<file path="src/rtl/z80_bus_responder.sv">
// Z80 external-bus responder: decodes memory, I/O and INTA cycles, forwards them to a
// req/ack backend, stretches the CPU with WAIT_n and aborts hung accesses on timeout.
//
// state  | meaning
// IDLE   | no cycle in progress; strobes decoded here only
// ACCESS | backend request outstanding, CPU held in wait
// DONE   | access finished; read data held until the CPU releases its strobes
module z80_bus_responder #(
    parameter int         TIMEOUT      = 255,
    parameter logic [7:0] INT_VECTOR   = 8'hFF,
    parameter int         IO_ADDR_BITS = 8
) (
    input  logic        CLK,
    input  logic        RESET_n,
    input  logic        M1_n,
    input  logic        MREQ_n,
    input  logic        IORQ_n,
    input  logic        RD_n,
    input  logic        WR_n,
    input  logic        RFSH_n,
    input  logic [15:0] A,
    input  logic [7:0]  D_in,
    output logic [7:0]  D_out,
    output logic        D_oe,
    output logic        WAIT_n,
    output logic        bk_req,
    output logic        bk_we,
    output logic        bk_io,
    output logic [15:0] bk_addr,
    output logic [7:0]  bk_wdata,
    input  logic        bk_ack,
    input  logic [7:0]  bk_rdata,
    output logic        timeout_err
);

    localparam logic [15:0] TIMEOUT_CNT = 16'(TIMEOUT);
    localparam logic [15:0] IO_MASK     = 16'((32'd1 << IO_ADDR_BITS) - 32'd1);

    typedef enum logic [1:0] {
        ST_IDLE,
        ST_ACCESS,
        ST_DONE
    } state_t;

    state_t      state_q, state_d;
    logic [15:0] cnt_q, cnt_d;
    logic [7:0]  d_out_q, d_out_d;
    logic        d_oe_q, d_oe_d;
    logic        wait_n_q, wait_n_d;
    logic        bk_req_q, bk_req_d;
    logic        bk_we_q, bk_we_d;
    logic        bk_io_q, bk_io_d;
    logic [15:0] bk_addr_q, bk_addr_d;
    logic [7:0]  bk_wdata_q, bk_wdata_d;
    logic        timeout_err_q, timeout_err_d;
    logic        aborted_q, aborted_d;

    logic released;
    logic is_inta;
    logic is_illegal;
    logic is_rfsh;
    logic is_mem;
    logic is_io;
    logic give_data;

    assign released   = MREQ_n & IORQ_n & RD_n & WR_n;
    assign is_inta    = ~M1_n & ~IORQ_n;
    assign is_illegal = ~MREQ_n & ~IORQ_n;
    assign is_rfsh    = ~MREQ_n & ~RFSH_n;
    assign is_mem     = ~MREQ_n & (~RD_n | ~WR_n);
    assign is_io      = ~IORQ_n & (~RD_n | ~WR_n);
    // Data goes back only for reads the CPU is still waiting on.
    assign give_data  = ~bk_we_q & ~aborted_q & ~released;

    always_comb begin
        state_d       = state_q;
        cnt_d         = cnt_q;
        d_out_d       = d_out_q;
        d_oe_d        = d_oe_q;
        wait_n_d      = wait_n_q;
        bk_req_d      = bk_req_q;
        bk_we_d       = bk_we_q;
        bk_io_d       = bk_io_q;
        bk_addr_d     = bk_addr_q;
        bk_wdata_d    = bk_wdata_q;
        timeout_err_d = 1'b0;
        aborted_d     = aborted_q;

        case (state_q)
            ST_IDLE: begin
                cnt_d     = '0;
                aborted_d = 1'b0;
                if (is_inta) begin
                    state_d  = ST_DONE;
                    d_out_d  = INT_VECTOR;
                    d_oe_d   = 1'b1;
                    wait_n_d = 1'b1;
                end else if (is_illegal || is_rfsh) begin
                    state_d = ST_IDLE;
                end else if (is_mem || is_io) begin
                    state_d   = ST_ACCESS;
                    bk_req_d  = 1'b1;
                    wait_n_d  = 1'b0;
                    d_oe_d    = 1'b0;
                    bk_io_d   = ~is_mem;
                    bk_we_d   = RD_n;
                    bk_addr_d = is_mem ? A : (A & IO_MASK);
                    if (RD_n) begin
                        bk_wdata_d = D_in;
                    end
                end
            end
            ST_ACCESS: begin
                cnt_d = cnt_q + 16'd1;
                if (released) begin
                    aborted_d = 1'b1;
                end
                // An ack on the terminal cycle still wins over the timeout.
                if (bk_ack) begin
                    state_d  = ST_DONE;
                    bk_req_d = 1'b0;
                    wait_n_d = 1'b1;
                    if (give_data) begin
                        d_out_d = bk_rdata;
                        d_oe_d  = 1'b1;
                    end
                end else if (cnt_q + 16'd1 == TIMEOUT_CNT) begin
                    state_d       = ST_DONE;
                    bk_req_d      = 1'b0;
                    wait_n_d      = 1'b1;
                    timeout_err_d = 1'b1;
                    if (give_data) begin
                        d_out_d = 8'hFF;
                        d_oe_d  = 1'b1;
                    end
                end
            end
            ST_DONE: begin
                if (released) begin
                    state_d = ST_IDLE;
                    d_oe_d  = 1'b0;
                    cnt_d   = '0;
                end
            end
            default: begin
                state_d = ST_IDLE;
            end
        endcase
    end

    always_ff @(posedge CLK or negedge RESET_n) begin
        if (!RESET_n) begin
            state_q       <= ST_IDLE;
            cnt_q         <= '0;
            d_out_q       <= '0;
            d_oe_q        <= 1'b0;
            wait_n_q      <= 1'b1;
            bk_req_q      <= 1'b0;
            bk_we_q       <= 1'b0;
            bk_io_q       <= 1'b0;
            bk_addr_q     <= '0;
            bk_wdata_q    <= '0;
            timeout_err_q <= 1'b0;
            aborted_q     <= 1'b0;
        end else begin
            state_q       <= state_d;
            cnt_q         <= cnt_d;
            d_out_q       <= d_out_d;
            d_oe_q        <= d_oe_d;
            wait_n_q      <= wait_n_d;
            bk_req_q      <= bk_req_d;
            bk_we_q       <= bk_we_d;
            bk_io_q       <= bk_io_d;
            bk_addr_q     <= bk_addr_d;
            bk_wdata_q    <= bk_wdata_d;
            timeout_err_q <= timeout_err_d;
            aborted_q     <= aborted_d;
        end
    end

    assign D_out       = d_out_q;
    assign D_oe        = d_oe_q;
    assign WAIT_n      = wait_n_q;
    assign bk_req      = bk_req_q;
    assign bk_we       = bk_we_q;
    assign bk_io       = bk_io_q;
    assign bk_addr     = bk_addr_q;
    assign bk_wdata    = bk_wdata_q;
    assign timeout_err = timeout_err_q;

endmodule
</file>
<file path="config.mk">
export PLATFORM = sky130hd
export DESIGN_NAME = z80_bus_responder
export DESIGN_NICKNAME = d
export VERILOG_FILES = /design/src/rtl/z80_bus_responder.sv
export SDC_FILE = /design/constraint.sdc
export NUM_CORES = 1
export LEC_CHECK = 0
export ABC_AREA = 1
export BUFFER_PORTS_ARGS = -buffer_cell sky130_fd_sc_hd__buf_4
export CAP_MARGIN = 20
export CELL_PAD_IN_SITES_DETAIL_PLACEMENT = 0
export CELL_PAD_IN_SITES_GLOBAL_PLACEMENT = 1
export CORE_AREA = 2 2 95 97
export DETAILED_ROUTE_END_ITERATION = 10
export DIE_AREA = 0 0 97 99
export PLACE_DENSITY = 0.85
export SYNTH_ARGS = -nofsm -noshare
export SYNTH_HDL_FRONTEND = slang
export SYNTH_SLANG_ARGS = --single-unit
</file>
<file path="constraint.sdc">
create_clock -name CLK -period 1.6 [get_ports CLK]
set_input_delay 0.16 -clock CLK [delete_from_list [all_inputs] [get_ports CLK]]
set_output_delay 0.16 -clock CLK [all_outputs]
set_load 0.02 [all_outputs]
</file>
Word-level counts from Yosys, hierarchy flattened

Index checks and enable logic that the tools add are counted.

Output and inout bits: 38
Bits in registers: 57

Bitwise gates (word level): 23
Equal/unequal tests: 14
Reduce and logical (&&, ||, !) cells: 14
Muxes and demuxes: 38
$add $sub $neg: 1

Operators with widths:

| cell                    | number |
|---|---|
| $pmux W16 S3            | 1 |
| $mux W8                 | 5 |
| $mux W16                | 2 |
| $mux W1                 | 18 |
| $add A16 B1 Y16 const B | 1 |
| $eq A16 B8 Y1 const B   | 1 |
| $pmux W8 S2             | 1 |
| $reduce_and A5 Y1       | 3 |
| $ne A2 B2 Y1 const B    | 7 |
| $mux W2                 | 6 |
| $not A1 Y1              | 12 |
| $reduce_and A4 Y1       | 3 |
| $and A1 B1 Y1           | 10 |
| $ne A3 B3 Y1 const B    | 3 |
| $pmux W1 S2             | 3 |
| $pmux W2 S3             | 1 |
| $ne A4 B4 Y1 const B    | 1 |
| $reduce_and A2 Y1       | 2 |
| $pmux W1 S3             | 1 |
| $reduce_and A3 Y1       | 1 |
| $reduce_bool A3 Y1      | 1 |
| $eq A2 B1 Y1 const B    | 1 |
| $eq A2 B2 Y1 const B    | 1 |
| $logic_not A2 Y1        | 1 |
| 3 further kinds         | 4 |

Longest topological paths before layout

Depth in word-level cells: 9
Gate-level depth with buffers: 15
Depth with buffers taken out: 15

Worst setup path before layout

OpenSTA, ideal clock, no wires.

Path type: flip-flop to flip-flop
Start point: reg state_q[0]
End point: reg bk_wdata_q[0], in the netlist bk_wdata[0]
Data required time: 1.475 ns
Setup slack: -0.169 ns
Clock period less this slack: 1.769 ns
Cell stages (with the launch flop): 9
Setup time: 0.125 ns
Arrival time: 1.644 ns
Path through: dfrtp_1 > inv_1 > ha_1 > inv_1 > nor2_1 > nand2_1 > inv_1 > nand2_1 > mux2_2

Cells in the longest elaborated chain, start to end: 2

Ends and longest elaborated chain:

| item                        | line | source |
|---|---|---|
| start: declaration          | 45   | `state_t state_q, state_d;` |
| start signal: assignment    | 166  | `state_q <= state_d;` |
| $logic_not A2 Y1            | 89   | `case (state_q)` |
| $reduce_and A5 Y1 (no line) | n/a  |  |
| end signal: assignment      | 175  | `bk_wdata_q <= bk_wdata_d;` |
| end: declaration            | 54   | `logic [7:0] bk_wdata_q, bk_wdata_d;` |

Every way passes these cells.
A chain may end at the register's enable or synchronous reset.

Worst setup path in the final report

Start point: reg cnt_q[1]
End point: reg wait_n_q, in the netlist WAIT_n

Cells in the longest elaborated chain, start to end: 4

Ends and longest elaborated chain:

| item                        | line | source |
|---|---|---|
| start: declaration          | 46   | `logic [15:0] cnt_q, cnt_d;` |
| start signal: assignment    | 167  | `cnt_q <= cnt_d;` |
| $add A16 B1 Y16             | 127  | `end else if (cnt_q + 16'd1 == TIMEOUT_CNT) begin` |
| $eq A16 B8 Y1               | 127  |  |
| $ne A3 B3 Y1 (no line)      | n/a  |  |
| $reduce_and A4 Y1 (no line) | n/a  |  |
| end signal: assignment      | 170  | `wait_n_q <= wait_n_d;` |
| end: declaration            | 49   | `logic wait_n_q, wait_n_d;` |

Every way passes these cells.

==> impl_results.md <==
- Run status: finished with violations
- Failing checks: setup timing
- Initial antenna violation count: 0
- GR Layer Usage met2: 29.75%
- Most Crowded Layer GR: met2
- Final Hold Fails: 0
- Fin crit share: 118.4%
- Hpwl dp: 5.803 mm
- GP Congestion: ~0.85
- Die Width: 97 µm
- Skew final: 0.009163 ns
- Core area: 8551 µm²
- Core Util, Final: about 52%
- Max frequency: 527.7 MHz
- Syn nets: 392
- Inserted Clock Buffers: 9
- Area delta synth->final: 55.20%
- Sink Count: 57
- ANT cells: 0
- HP Class: input port to flop
- Top cells by area, synth: dfrtp_1 49%, nand2_1 15%, inv_1 4.2%, nand3_1 3.8%, nor2_1 3.5%
- Met1 Track Usage GR: 21.20%
- Crit path max fanout: 7
- Routed Antenna Nets: 0
- Worst setup path category: flop to flop
- Final setup vio count: 17
- Pins Over Slew Limit: 0
- Global-route wire length before repair: 13.72 mm
- Cell taking the most area after synthesis: dfrtp_1
- Largest net degree at the start of global routing: between 50 and 60
- Yosys cell types: 31
- IO Pins: between 70 and 80
- Die height: around 99 µm
- PwrDens: 1630 nW/µm²
- Drt via density: 4.697
- DIE AREA: around 9600 µm²
- Via count: 2809
- Mapped Avg Cell Area: 8.305 µm²
- CTS Root Cell: clkbuf_8
- WHS: between 0.015 and 0.02 ns
- Met3 Use GR: under 10%
- Synth Instances: between 300 and 400
- Req. time, crit path: between 1.5 and 2 ns
- Clock buffer depth: 2
- CTS tree: built
- Mapped Area: between 2000 and 3000 µm²
- Non-Filler Instances: 598
- Leak Pwr: between 0.002 and 0.0025 µW
- Slowest cell delay on critical path: 0.38 ns
- Vias in the first global route: between 2000 and 3000
- Rows: 34
- DRT Pass-1 Iters: 4
- Worst Setup End Kind: flop
- Worst path cell trace: buf_6 > nand2_4 > nor2_4 > nand2_2 > nand2_1 > nand2_1 > nor2_1 > nand2_1 > nor2_2 > nand2_2 > buf_4 > nand2_4 > nand2_2 > nand2_1 > nand2_1
- DRC: 0
- RSZ-0062 raised after global routing: true
- CP Launch Type: flop
- Number of H-tree levels: 3
- Tmin final: 1.895 ns
- FF+latch count, synth: 57
- Total Nets Final: 532
- Share of cells above drive strength 1: 46.12%
- Port bufs: 78
- DRT iter0 DRCs: 71
- Yosys warns: 0
- Relative slew slack: 51.07%
- Total Routing Usage GR: 17.49%
- Inst Count DP: ~570
- Worst-path clk slew: 0.07 ns
- Drt wl/cell: 13.70 µm
- CP max-delay cell: dfrtp_1
- Max VDD drop: 0.9793 mV
- Sequential fraction of the synthesis area: 49.83%
- Worst EP arrival: 2.16 ns
- Post-route setup slack: -0.2951 ns
- Overall Power: 7250 µW
- Max_cap viols: 0
- Clk Latency, worst-skew pair: 0.33 ns
- GRT overflow: 0
- DRT Wirelength: 8.195 mm
- Synth top area share: 48.91%
- Crit path top cell by count: nand2_1
- Initial Util: 33.51%
- Measured slew at the worst slew-check pin: 0.7340 ns
layout by cell type (no fill, tap or decap), types with 2 or more instances in the layout:
cell / netlist / final
a21oi_1: 4 / 4
a22o_1: 8 / 8
buf_4: 0 / 124
buf_6: 0 / 5
bufinv_16: 0 / 2
clkbuf_8: 0 / 11
clkinvlp_4: 0 / 2
dfrtp_1: 56 / 54
dfrtp_2: 0 / 2
ha_1: 6 / 3
ha_2: 0 / 2
inv_1: 32 / 25
inv_2: 4 / 8
inv_4: 0 / 4
mux2_2: 8 / 8
nand2_1: 111 / 101
nand2_2: 4 / 10
nand2_4: 1 / 7
nand3_1: 22 / 17
nand3_2: 2 / 6
nand4_1: 7 / 7
nor2_1: 27 / 21
nor2_2: 5 / 6
nor2_4: 1 / 6
nor3_2: 0 / 2
o21ai_0: 9 / 7
o21ai_1: 3 / 5
o22ai_1: 11 / 6
o22ai_2: 0 / 5
or2_2: 8 / 8
through the flow:
stage / instance area, µm² / setup TNS (ns) / worst slack [ns]
3_5_place_dp: 3902 / -5.140 / -0.3472
4_1_cts: 4257 / -3.403 / -0.2696
6_report: 4447 / -3.890 / -0.2951
2_1_floorplan: 2884 / -1.161 / -0.1064
5_1_grt: 4447 / -7.121 / -0.4402
3_3_place_gp: 3902 / -3.610 / -0.2822
timing repair:
item / in CTS / in global routing
endpoints found under the hold margin: 56 / 0
pin swaps: 18 / 16
buffers inserted: 3 / 7
endpoints found under the setup margin: 31 / 43
gates resized for setup: 20 / 40
hold buffers: 1 / 0
cloned: 2 / 1
path summary, 6_finish.rpt:
check | cells after the start | slack [ns] | from | endpoint
worst max register to register | 15 | -0.30 | cnt_q[1]$_DFFE_PN0P_ | WAIT_n$_DFFE_PN1P_
worst min-delay path | 3 | 0.02 | A[0] | bk_addr[0]$_DFFE_PN0P_
min in group asynchronous | 2 | 0.42 | RESET_n | cnt_q[5]$_DFFE_PN0P_
max in group asynchronous | 2 | 0.62 | RESET_n | cnt_q[2]$_DFFE_PN0P_
worst min register to register | 2 | 0.47 | WAIT_n$_DFFE_PN1P_ | WAIT_n$_DFFE_PN1P_
worst max-delay path | 15 | -0.30 | cnt_q[1]$_DFFE_PN0P_ | WAIT_n$_DFFE_PN1P_
cell type report:
class	count	area [µm²]
clock buffers	12	155.1
clock inverters	4	76.32
fillers	781	4104
inverters	38	153.9
multi-input cells	247	1471
flip-flops and latches	57	1430
well taps	108	135.1
repair buffers	131	1017
repair inverters	1	7.507
layer usage:
metal | vias to the layer above | routed length [µm]
met5 | - | 0
met2 | 95 | 4075
met1 | 1305 | 3393
met3 | 12 | 609
li1 | 1397 | -
met4 | 0 | 117
registers in the layout (all words and copies together), names as in the netlist:
signal / cells
bk_wdata: 8
bk_we: 1
D_out: 8
bk_req: 1
WAIT_n: 1
D_oe: 1
bk_addr: 16
cnt_q: 16
bk_io: 1
state_q: 2
aborted_q: 1
timeout_err: 1
cell families (layout without fill, tap and decap cells):
kind of cell | Yosys count | after routing | share of synthesized area, %
simple gates | 192 | 194 | 29.48
buf+inv | 43 | 186 | 6.026
fa+ha+maj | 6 | 6 | 2.620
flops | 57 | 57 | 49.83
mux | 8 | 8 | 3.144
xor+xnor | 2 | 2 | 0.6115
compound gates | 37 | 37 | 8.297
power by group:
group          total (µW)  switching (µW)  internal, µW
Clock                1560             599           966
Combinational        3440            1850          1590
Sequential           2250             310          1940
worst max-delay path: cells and delay by family (launching register included):
| family | cells | cell delay (ns) |
|---|---|---|
| buf+inv | 2 | 0.28 |
| flops | 1 | 0.38 |
| simple gates | 13 | 1.18 |
cells in the mapped netlist:
cell type / n
a21oi_1: 4
ha_1: 6
xnor2_1: 1
nor3_1: 2
nand3_2: 2
and2_1: 1
o21ai_1: 3
nor2_4: 1
nand4_1: 7
nand2_2: 4
clkinv_1: 2
o21ai_0: 9
o22ai_1: 11
inv_1: 32
dfstp_2: 1
clkbuf_1: 4
a31oi_1: 1
dfrtp_1: 56
a22o_1: 8
nand2_1: 111
buf_8: 1
a211oi_2: 1
or2_2: 8
mux2_2: 8
nand2_4: 1
nand3b_1: 1
inv_2: 4
nor2_2: 5
nor2_1: 27
xor2_1: 1
nand3_1: 22
Note: power is estimated with default switching activity, not from simulation.
